--- src/rtl/apb_slave_mem_if.sv ---
// ============================================================================
// Module   : apb_slave_mem_if
// Brief    : APB bus bundle between a master and the apb_slave_mem endpoint.
// Revision : 1.0
// ============================================================================
`default_nettype none

interface apb_slave_mem_if #(
  parameter int DATA_WIDTH = 32
);
  logic                  PSELx;
  logic                  PENABLE;
  logic [31:0]           PADDR;
  logic [DATA_WIDTH-1:0] PWDATA;
  logic                  PWRITE;
  logic                  PREADY;
  logic [DATA_WIDTH-1:0] PRDATA;
  logic                  PSLVERR;

  modport master (
    output PSELx, PENABLE, PADDR, PWDATA, PWRITE,
    input  PREADY, PRDATA, PSLVERR
  );

  modport slave (
    input  PSELx, PENABLE, PADDR, PWDATA, PWRITE,
    output PREADY, PRDATA, PSLVERR
  );
endinterface

`default_nettype wire

--- src/rtl/apb_slave_mem.sv ---
// ============================================================================
// Module   : apb_slave_mem
// Brief    : APB register memory with configurable wait states and PSLVERR.
// Revision : 1.0
// ============================================================================
`default_nettype none

module apb_slave_mem #(
  parameter int DATA_WIDTH  = 32,
  parameter int DEPTH       = 16,
  parameter int WAIT_STATES = 0
) (
  input  logic            clk,
  input  logic            reset_n,
  apb_slave_mem_if.slave  apb
);

  localparam int         IDX_W    = (DEPTH > 1) ? $clog2(DEPTH) : 1;
  localparam logic [3:0] CNT_INIT = (WAIT_STATES > 0) ? 4'(WAIT_STATES - 1) : 4'd0;

  typedef enum logic [1:0] {
    S_IDLE = 2'd0,
    S_WAIT = 2'd1,
    S_DONE = 2'd2
  } state_t;

  state_t                state_q;
  logic [3:0]            cnt_q;
  logic                  err_q;
  logic                  pready_q;
  logic                  pslverr_q;
  logic [DATA_WIDTH-1:0] prdata_q;
  logic [DATA_WIDTH-1:0] mem_q [DEPTH];

  logic [IDX_W-1:0]      idx;
  logic                  err_d;

  // DEPTH is a power of two, so "out of range" is simply any set bit above the index field.
  assign idx   = apb.PADDR[2 +: IDX_W];
  assign err_d = (apb.PADDR[1:0] != 2'b00) || (apb.PADDR[31:IDX_W+2] != '0);

  assign apb.PREADY  = pready_q;
  assign apb.PRDATA  = prdata_q;
  assign apb.PSLVERR = pslverr_q;

  always_ff @(posedge clk or negedge reset_n) begin
    if (!reset_n) begin
      state_q   <= S_IDLE;
      cnt_q     <= 4'd0;
      err_q     <= 1'b0;
      pready_q  <= 1'b0;
      pslverr_q <= 1'b0;
      prdata_q  <= '0;
      for (int i = 0; i < DEPTH; i++) begin
        mem_q[i] <= '0;
      end
    end else begin
      case (state_q)
        S_IDLE: begin
          if (apb.PSELx && !apb.PENABLE) begin
            err_q <= err_d;
            if (WAIT_STATES == 0) begin
              state_q   <= S_DONE;
              pready_q  <= 1'b1;
              pslverr_q <= err_d;
              prdata_q  <= (!apb.PWRITE && !err_d) ? mem_q[idx] : '0;
            end else begin
              cnt_q   <= CNT_INIT;
              state_q <= S_WAIT;
            end
          end
        end

        S_WAIT: begin
          if (!apb.PSELx) begin
            state_q <= S_IDLE;
          end else if (cnt_q == 4'd0) begin
            state_q   <= S_DONE;
            pready_q  <= 1'b1;
            pslverr_q <= err_q;
            prdata_q  <= (!apb.PWRITE && !err_q) ? mem_q[idx] : '0;
          end else begin
            cnt_q <= cnt_q - 4'd1;
          end
        end

        S_DONE: begin
          // Write commits here so a back-to-back read of the same word sees it.
          if (apb.PSELx && apb.PENABLE && apb.PWRITE && !err_q) begin
            mem_q[idx] <= apb.PWDATA;
          end
          pready_q  <= 1'b0;
          pslverr_q <= 1'b0;
          prdata_q  <= '0;
          state_q   <= S_IDLE;
        end

        default: state_q <= S_IDLE;
      endcase
    end
  end

endmodule

`default_nettype wire

--- src/flat_wrapper.sv ---
// flat-port wrapper written by rule: the top's interface ports become plain ports
module apb_slave_mem_flat 
#(
  parameter int DATA_WIDTH  = 32,
  parameter int DEPTH       = 16,
  parameter int WAIT_STATES = 0
)
  (clk, reset_n, apb_PSELx, apb_PENABLE, apb_PADDR, apb_PWDATA, apb_PWRITE, apb_PREADY, apb_PRDATA, apb_PSLVERR);
  apb_slave_mem_if #(.DATA_WIDTH(DATA_WIDTH)) apb_i ();
  input  logic clk;
  input  logic reset_n;
  input wire logic [$bits(apb_i.PSELx)-1:0] apb_PSELx;
  input wire logic [$bits(apb_i.PENABLE)-1:0] apb_PENABLE;
  input wire logic [$bits(apb_i.PADDR)-1:0] apb_PADDR;
  input wire logic [$bits(apb_i.PWDATA)-1:0] apb_PWDATA;
  input wire logic [$bits(apb_i.PWRITE)-1:0] apb_PWRITE;
  output wire logic [$bits(apb_i.PREADY)-1:0] apb_PREADY;
  output wire logic [$bits(apb_i.PRDATA)-1:0] apb_PRDATA;
  output wire logic [$bits(apb_i.PSLVERR)-1:0] apb_PSLVERR;
  assign apb_i.PSELx = apb_PSELx;
  assign apb_i.PENABLE = apb_PENABLE;
  assign apb_i.PADDR = apb_PADDR;
  assign apb_i.PWDATA = apb_PWDATA;
  assign apb_i.PWRITE = apb_PWRITE;
  assign apb_PREADY = apb_i.PREADY;
  assign apb_PRDATA = apb_i.PRDATA;
  assign apb_PSLVERR = apb_i.PSLVERR;
  apb_slave_mem #(.DATA_WIDTH(DATA_WIDTH), .DEPTH(DEPTH), .WAIT_STATES(WAIT_STATES)) u_core (.clk(clk), .reset_n(reset_n), .apb(apb_i));
endmodule
--- config.mk ---
export PLATFORM = sky130hd
export DESIGN_NAME = apb_slave_mem_flat
export DESIGN_NICKNAME = d
export VERILOG_FILES = /design/src/rtl/apb_slave_mem_if.sv /design/src/rtl/apb_slave_mem.sv /design/src/flat_wrapper.sv
export SDC_FILE = /design/constraint.sdc
export NUM_CORES = 1
export LEC_CHECK = 0
export CAP_MARGIN = 25
export CORE_AREA = 3 3 216 218
export CTS_BUF_LIST = sky130_fd_sc_hd__clkbuf_16
export DETAILED_ROUTE_END_ITERATION = 7
export DIE_AREA = 0 0 219 221
export GPL_TIMING_DRIVEN = 1
export HOLD_SLACK_MARGIN = 0.1
export PLACE_DENSITY_LB_ADDON = 0.2
export SLEW_MARGIN = 15
export SYNTH_ARGS = -nofsm -noshare
export SYNTH_HDL_FRONTEND = slang
export SYNTH_SLANG_ARGS = --single-unit
export TNS_END_PERCENT = 20
--- constraint.sdc ---
create_clock -name clk -period 2.5 [get_ports clk]
set_input_delay 0.625 -clock clk [delete_from_list [all_inputs] [get_ports clk]]
set_output_delay 0.625 -clock clk [all_outputs]
set_load 0.02 [all_outputs]
==> load_flow_metrics.sql, run 1 <==
INSERT INTO impl_metrics (metric_group, metric, value, unit) VALUES
('outcome', 'run_status', 'complete, no violations', ''),
('yosys', 'yosys.cell_count.top_type', 'sky130_fd_sc_hd__dfrtp_1', ''),
('setup_path', 'worst_setup_path_start_kind', 'primary input', ''),
('global_routing', 'global_route_usage_over_all_layers', '24.52', '%'),
('timing', 'min_period', '2446', 'ps'),
('timing', 'max_freq', '408.8', 'MHz'),
('yosys', 'synth_top_area_share', '55.68', '%'),
('setup_path', 'worst_path_largest_cell_delay', '530', 'ps'),
('setup_path', 'worst_ep_required_time', '2970', 'ps'),
('setup_path', 'critical_path_class', 'primary input to flop', ''),
('pwr', 'power.static_leakage', '14.25', 'nW'),
('yosys', 'per_instance_average_area_after_synthesis', '16.38', 'um2'),
('floorplan', 'fp.dieH', '221', 'um'),
('setup_path', 'arrival', '2910', 'ps'),
('timing', 'min_period_over_period', '97.84', '%'),
('setup_path', 'critical_path.slowest_cell', 'sky130_fd_sc_hd__clkdlybuf4s50_1', ''),
('timing', 'number_of_setup_violations_in_the_final_report', '0', ''),
('pwr', 'total_chip_power', '18.18', 'mW'),
('run', 'number_of_maximum_capacitance_constraint_violations', '0', ''),
('yosys', 'dominantRegCellSynth', 'sky130_fd_sc_hd__dfrtp_1', ''),
('yosys', 'netlist-cell-type-count', '36', ''),
('place', 'gpl.final_weighted_congestion', '0.7890', ''),
('clock_network', 'cts.root.buffer_cell', 'sky130_fd_sc_hd__clkbuf_16', ''),
('timing', 'final-max-slew-violation-count', '0', ''),
('finish', 'n_fill_cell', '3232', ''),
('detailed_routing', 'vias_per_cell', '6.063', ''),
('place', 'place.port_buffers', '102', ''),
('finish', 'instances_no_fill', '2280', ''),
('yosys', 'synth_top_area_cell', 'sky130_fd_sc_hd__dfrtp_1', ''),
('floorplan', 'ioPinCount', '103', ''),
('floorplan', 'num_rows', '78', ''),
('yosys', 'syn-cell-area', '24580', 'um2'),
('finish', 'final_layout_size_suffix_gt1_share', '49.11', '%'),
('yosys', 'postSynth.asyncResetShare', '100.0', '%'),
('place', 'detailedPlacementHpwl', '36600', 'um'),
('yosys', 'synth.top_cells.by_count', '547 x sky130_fd_sc_hd__dfrtp_1, 407 x sky130_fd_sc_hd__mux2_2, 128 x sky130_fd_sc_hd__mux4_2, 87 x sky130_fd_sc_hd__mux2_4, 70 x sky130_fd_sc_hd__clkbuf_1', ''),
('detailed_routing', 'drt-pass1-iter-count', '5', ''),
('global_routing', 'first_pass_grt_wire_length', '91740', 'um'),
('floorplan', 'initial_core_util', '54.52', '%'),
('pwr', 'max-vdd-ir-drop', '0.0005040', 'V'),
('detailed_routing', 'total_wirelength_of_the_detailed_routed_design', '57420', 'um'),
('clock_network', 'number_of_cts_inserted_buffers', '57', ''),
('setup_path', 'cp_cell_sequence', 'clkdlybuf4s50_1 > and4b_1 > buf_4 > nand3b_4 > buf_12 > nor4bb_4 > buf_12 > mux2_2', ''),
('setup_path', 'endpoint_class_of_the_critical_path', 'flop', ''),
('pwr', 'cellPowerDensity', '627.7', 'nW/um2'),
('global_routing', 'antenna_found_initial', '1', ''),
('floorplan', 'chipWidth', '219', 'um'),
('place', 'dp.cells', '2173', ''),
('floorplan', 'die_area', '48400', 'um2'),
('yosys', 'post_synth_inst_count', '1501', ''),
('timing', 'unrepaired_setup_endpoints_after_global_routing', 'false', ''),
('setup_path', 'reg2reg_depth', '7', ''),
('yosys', 'synth-edff-count', '0', ''),
('setup_path', 'number_of_buffers_and_inverters_on_the_critical_path', '4', ''),
('finish', 'area_taken_by_multi_input_logic_gates', '10300', 'um2'),
('detailed_routing', 'wl_per_cell', '25.18', 'um'),
('finish', 'final_net_count', '1704', ''),
('clock_network', 'path_clk_slew', '60', 'ps'),
('setup_path', 'largest_delay_share_family_worst_path', 'buffers and inverters', ''),
('finish', 'final-seq-area', '13690', 'um2'),
('timing', 'tightestPinTransition', '621.0', 'ps'),
('timing', 'worst_slew_margin_rel', '58.47', '%'),
('yosys', 'synth-warning-count', '0', ''),
('worst_hold_path', 'min_path_cells', '1', ''),
('detailed_routing', 'drt-initial-drc-count', '815', ''),
('yosys', 'synth_nets', '1570', ''),
('yosys', 'synth.top_cells.by_area', 'sky130_fd_sc_hd__dfrtp_1 56%, sky130_fd_sc_hd__mux2_2 19%, sky130_fd_sc_hd__mux4_2 12%', ''),
('yosys', 'synth-seq-cells', '547', ''),
('setup_path', 'critPathMaxFanout', '25', ''),
('clock_network', 'ctsResizeCount', '0', ''),
('detailed_routing', 'detail-route-antenna-nets', '0', '');
[metrics by stage]
step	setup slack, ps	area, um2	utilization, %	TNS, ps
floorplan	356.7	24580	-	0
global placement	-534.3	27220	60.37	-156910
detailed placement	-580.4	27220	60.37	-167380
CTS	66.72	28950	64.21	0
global route	29.52	28970	64.24	0
finish	54.10	28970	64.24	0
[report_power, final]
| group | leakage (nW) | internal [mW] | switching, mW | total (mW) |
|---|---|---|---|---|
| Sequential | 7.61 | 9.05 | 0.0984 | 9.14 |
| Combinational | 5.72 | 0.548 | 0.635 | 1.18 |
| Clock | 0.926 | 4.46 | 3.39 | 7.85 |
[placed cells by master (no fill, tap or decap), types with 3 or more instances in the layout]
master,synthesis,final
sky130_fd_sc_hd__inv_1,2,25
sky130_fd_sc_hd__nor2_4,0,3
sky130_fd_sc_hd__mux2_1,18,18
sky130_fd_sc_hd__clkinv_2,0,4
sky130_fd_sc_hd__mux4_2,128,128
sky130_fd_sc_hd__nand2_1,37,37
sky130_fd_sc_hd__clkinv_1,0,15
sky130_fd_sc_hd__clkdlybuf4s50_1,0,99
sky130_fd_sc_hd__dfrtp_1,547,547
sky130_fd_sc_hd__bufinv_16,0,3
sky130_fd_sc_hd__a22oi_1,64,64
sky130_fd_sc_hd__mux2_4,87,87
sky130_fd_sc_hd__buf_4,13,61
sky130_fd_sc_hd__a22o_1,32,32
sky130_fd_sc_hd__nor4_1,7,7
sky130_fd_sc_hd__clkbuf_16,0,58
sky130_fd_sc_hd__buf_12,0,50
sky130_fd_sc_hd__mux2_2,407,407
[worst reg2reg max path: cells and delay by family, from the launching register on]
kind,cells,cell delay (ps)
DFF,1,420
muxes,1,370
and+or+nand+nor,3,810
buffers and inverters,3,590
[logic make-up (layout without fill, tap and decap cells)]
group / Yosys count / after routing / share of synthesized area, %
flip-flops: 547 / 547 / 55.68
AO/OA/AOI/OAI: 99 / 99 / 3.156
AND/OR/NAND/NOR: 74 / 74 / 1.761
multiplexers: 640 / 640 / 36.51
buffers and inverters: 141 / 320 / 2.891
[final cells by class]
class / count / area share [%]
Clock buffer: 58 / 5.011
Clock inverter: 46 / 0.9287
Inverter: 2 / 0.02592
Multi-Input combinational cell: 813 / 35.55
Sequential cell: 547 / 47.26
Tap cell: 600 / 2.592
Timing Repair Buffer: 214 / 8.635
[worst paths after layout]
check	endpoint	slack, ps	startpoint
max in group asynchronous	u_core.mem_q[139]	1130	reset_n
max	u_core.mem_q[320]	50	apb_PWRITE
max reg2reg	u_core.mem_q[320]	180	u_core.state_q[1]
min reg2reg	u_core.mem_q[452]	490	u_core.mem_q[452]
min in group asynchronous	u_core.mem_q[44]	580	reset_n
min	u_core.mem_q[452]	490	u_core.mem_q[452]
[metal layers]
metal | GRT usage [%] | up-vias | wire length (um) | share of wire [%]
met5 | 0 | - | 13 | 0.023
met4 | 5.917 | 2 | 1093 | 1.9
met3 | 3.873 | 84 | 2380 | 4.1
met2 | 39.44 | 274 | 28110 | 49
met1 | 35.57 | 7561 | 25820 | 45
li1 | - | 5903 | - | -
[registers in the layout, indices dropped and copies added (netlist names)]
register and flops:
u_core.state_q 1, u_core.apb.PSLVERR 1, u_core.mem_q 512, u_core.apb.PRDATA 32, u_core.err_q 1
[timing repair]
| item | CTS | global route |
|---|---|---|
| hold buffers | 1 | 0 |
| setup endpoints to repair | 0 | 16 |
| hold endpoints to repair | 34 | 0 |
| buffers inserted | 0 | 2 |
(Power assumes the default switching activity.)
==> run 2, diff against run 1 <==
--- a/config.mk
+++ b/config.mk
@@ -6,12 +6,11 @@
 export NUM_CORES = 1
 export LEC_CHECK = 0
 export CAP_MARGIN = 25
-export CORE_AREA = 3 3 216 218
+export CORE_AREA = 3 3 331 333
 export CTS_BUF_LIST = sky130_fd_sc_hd__clkbuf_16
 export DETAILED_ROUTE_END_ITERATION = 7
-export DIE_AREA = 0 0 219 221
+export DIE_AREA = 0 0 334 336
 export GPL_TIMING_DRIVEN = 1
-export HOLD_SLACK_MARGIN = 0.1
 export PLACE_DENSITY_LB_ADDON = 0.2
 export SLEW_MARGIN = 15
 export SYNTH_ARGS = -nofsm -noshare
==> run 2 against run 1 <==
Effect of this change: flip-flop and latch count did not move; non-clock buffer count rose by 5; first-iteration DRC count fell by 36%; fmax rose by 5.5%; worst hold slack got worse by 19 ps; utilization fell by 36 points; total power rose by 9.6%; count of clock-buffer cells in the layout rose by 14; register-to-register slack improved by 160 ps; wire length rose by 22%; worst setup slack improved by 130 ps.
==> load_flow_metrics.sql, run 2 (same netlist as run 1, synthesis figures left out) <==
INSERT INTO impl_metrics (metric_group, metric, value, unit) VALUES
('timing', 'worst_slew_margin_rel', '53.93', '%'),
('setup_path', 'reg2reg_depth', '8', ''),
('timing', 'min_period', '2319', 'ps'),
('global_routing', 'grt.overflow.total', '0', ''),
('place', 'post-place-ws', '-347.0', 'ps'),
('detailed_routing', 'detail-route-antenna-nets', '0', ''),
('clock_network', 'cts_num_sinks', '547', ''),
('setup_path', 'number_of_buffers_and_inverters_on_the_critical_path', '1', ''),
('finish', 'final-seq-area', '13690', 'um2'),
('timing', 'max_freq', '431.2', 'MHz'),
('finish', 'top_register', 'u_core.mem_q', ''),
('setup_path', 'endpoint_class_of_the_critical_path', 'primary output', ''),
('detailed_routing', 'drt-pass1-iter-count', '4', ''),
('global_routing', 'first_pass_grt_wire_length', '106900', 'um'),
('detailed_routing', 'vias', '13820', ''),
('clock_network', 'path_clk_slew', '60', 'ps'),
('setup_path', 'critical_path.slowest_cell', 'sky130_fd_sc_hd__clkdlybuf4s50_1', ''),
('detailed_routing', 'wl_per_cell', '22.64', 'um'),
('pwr', 'total_chip_power', '19.92', 'mW'),
('setup_path', 'worst_path_largest_cell_delay', '640', 'ps'),
('timing', 'min_period_over_period', '92.75', '%'),
('timing', 'tightestPinTransition', '688.9', 'ps'),
('setup_path', 'worst-r2r-setup-slack', '340', 'ps'),
('global_routing', 'antenna_found_initial', '3', ''),
('clock_network', 'cts_tree', 'done', ''),
('global_routing', 'via_count_of_the_first_global_routing_pass', '15600', ''),
('setup_path', 'arrival', '1690', 'ps'),
('floorplan', 'num_rows', '120', ''),
('timing', 'number_of_setup_violations_in_the_final_report', '0', ''),
('global_routing', 'largest_net_degree_at_the_start_of_global_routing', '108', ''),
('finish', 'most-common-layout-cells', '547 x sky130_fd_sc_hd__dfrtp_1, 407 x sky130_fd_sc_hd__mux2_2, 128 x sky130_fd_sc_hd__mux4_2', ''),
('floorplan', 'initial_core_util', '23.00', '%'),
('setup_path', 'critPathMaxFanout', '2', ''),
('clock_network', 'max-clock-path-buffers', '3', ''),
('timing', 'layout_setup_ws', '181.1', 'ps'),
('finish', 'area_growth', '24.15', '%'),
('clock_network', 'number_of_cts_inserted_buffers', '69', ''),
('detailed_routing', 'vias_per_cell', '4.449', ''),
('pwr', 'power.static_leakage', '14.47', 'nW'),
('setup_path', 'critical_path_class', 'flop to primary output', ''),
('clock_network', 'insertion_delay', '610', 'ps'),
('floorplan', 'fp.dieH', '336', 'um'),
('finish', 'final_layout_size_suffix_gt1_share', '50.24', '%'),
('detailed_routing', 'total_wirelength_of_the_detailed_routed_design', '70330', 'um'),
('setup_path', 'worst_setup_path_start_kind', 'flop', ''),
('pwr', 'cellPowerDensity', '652.8', 'nW/um2'),
('floorplan', 'core_area', '106900', 'um2'),
('timing', 'unrepaired_setup_endpoints_after_global_routing', 'false', ''),
('clock_network', 'ctsResizeCount', '0', ''),
('detailed_routing', 'drt-initial-drc-count', '519', ''),
('place', 'detailedPlacementHpwl', '43580', 'um'),
('setup_path', 'cp_cell_sequence', 'clkdlybuf4s50_1', ''),
('floorplan', 'ioPinCount', '103', ''),
('timing', 'smallest_hold_slack', '468.0', 'ps'),
('timing', 'worst_clk_skew', '15.23', 'ps'),
('run', 'number_of_maximum_capacitance_constraint_violations', '0', ''),
('clock_network', 'cts.root.buffer_cell', 'sky130_fd_sc_hd__clkbuf_16', ''),
('detailed_routing', 'number_of_drc_violations_after_detailed_routing', '0', ''),
('setup_path', 'worst_ep_required_time', '1880', 'ps'),
('worst_hold_path', 'worst_hold_path_type', 'primary input to asynchronous set/reset pin', ''),
('timing', 'final.setup.tns', '0', 'ps'),
('place', 'gpl.final_weighted_congestion', '0.6794', ''),
('finish', 'final_net_count', '1721', ''),
('setup_path', 'largest_delay_share_family_worst_path', 'buffers and inverters', ''),
('finish', 'largest_register_ff_count', '512', ''),
('global_routing', 'global_route_usage_over_all_layers', '12.69', '%'),
('clock_network', 'htree_levels', '3', ''),
('timing', 'hold_viol', '0', ''),
('place', 'place.port_buffers', '102', ''),
('finish', 'area_taken_by_multi_input_logic_gates', '10300', 'um2'),
('floorplan', 'die_area', '112200', 'um2'),
('floorplan', 'chipWidth', '334', 'um'),
('finish', 'leading_cell_type_in_the_layout_fill_and_taps_excluded', 'sky130_fd_sc_hd__dfrtp_1', ''),
('timing', 'final-max-slew-violation-count', '0', ''),
('setup_path', 'r2r-end', 'u_core.mem_q[449]', ''),
('outcome', 'run_status', 'complete, no violations', ''),
('setup_path', 'r2r_startpoint', 'u_core.state_q[1]', ''),
('pwr', 'max-vdd-ir-drop', '0.0005089', 'V'),
('finish', 'n_fill_cell', '10720', '');
run 2: changes by cell type in the layout (fill, tap and decap cells not counted), moves of 2 or more:
cell and change:
sky130_fd_sc_hd__clkbuf_16 +14, sky130_fd_sc_hd__diode_2 +2, sky130_fd_sc_hd__inv_6 +4, sky130_fd_sc_hd__inv_1 -8, sky130_fd_sc_hd__buf_12 +6, sky130_fd_sc_hd__clkinv_2 +2, sky130_fd_sc_hd__clkinvlp_4 +2
run 2: what timing repair did:
item / in CTS / in global routing
endpoints found under the hold margin: 19 / 0
hold buffers: 1 / 0
setup endpoints to repair: 0 / 0
buffers inserted: 0 / 0
run 2: area by class of cell:
cell class                 instances  area share, %
antenna                            2        0.01640
clock buffer                      72          5.904
clock inverter                    49          1.144
inverter                           2        0.02460
multi-input combinational        813          33.74
sequential                       547          44.85
tap                             1403          5.752
timing repair buffer             219          8.565
run 2: stage by stage:
stage	cell area, um2	instances	util [%]
after floorplan	24580	1501	-
after global placement	28350	2983	26.52
after detailed placement	28350	2983	26.52
after CTS	30510	3105	28.54
after global routing	30510	3105	28.54
final	30520	3107	28.55
run 2: worst max-delay path by stage:
stage,start,end,slack (ps),cells after the start
5_1_grt,u_core.apb.PRDATA[0],apb_PRDATA[0],130,1
2_1_floorplan,apb_PADDR[2],u_core.apb.PRDATA[10],360,7
4_1_cts,u_core.apb.PRDATA[0],apb_PRDATA[0],140,1
3_3_place_gp,apb_PWRITE,u_core.mem_q[470],-340,9
6_report,u_core.apb.PRDATA[0],apb_PRDATA[0],180,1
3_5_place_dp,apb_PENABLE,u_core.mem_q[465],-350,9
run 2: metal layers:
| metal | share of wire (%) | GRT usage [%] | up-vias |
|---|---|---|---|
| met3 | 3.2 | 2.288 | 78 |
| met5 | 0 | 0 | - |
| met1 | 46 | 17.07 | 7610 |
| met4 | 1.8 | 3.214 | 0 |
| li1 | - | - | 5960 |
| met2 | 49 | 21.17 | 176 |
run 2: power by group:
| group | switching [mW] | leakage (nW) | internal (mW) |
|---|---|---|---|
| logic | 0.677 | 5.76 | 0.555 |
| registers | 0.0951 | 7.61 | 9.05 |
| clock network | 3.93 | 1.11 | 5.62 |
| total | 4.70 | 14.5 | 15.2 |
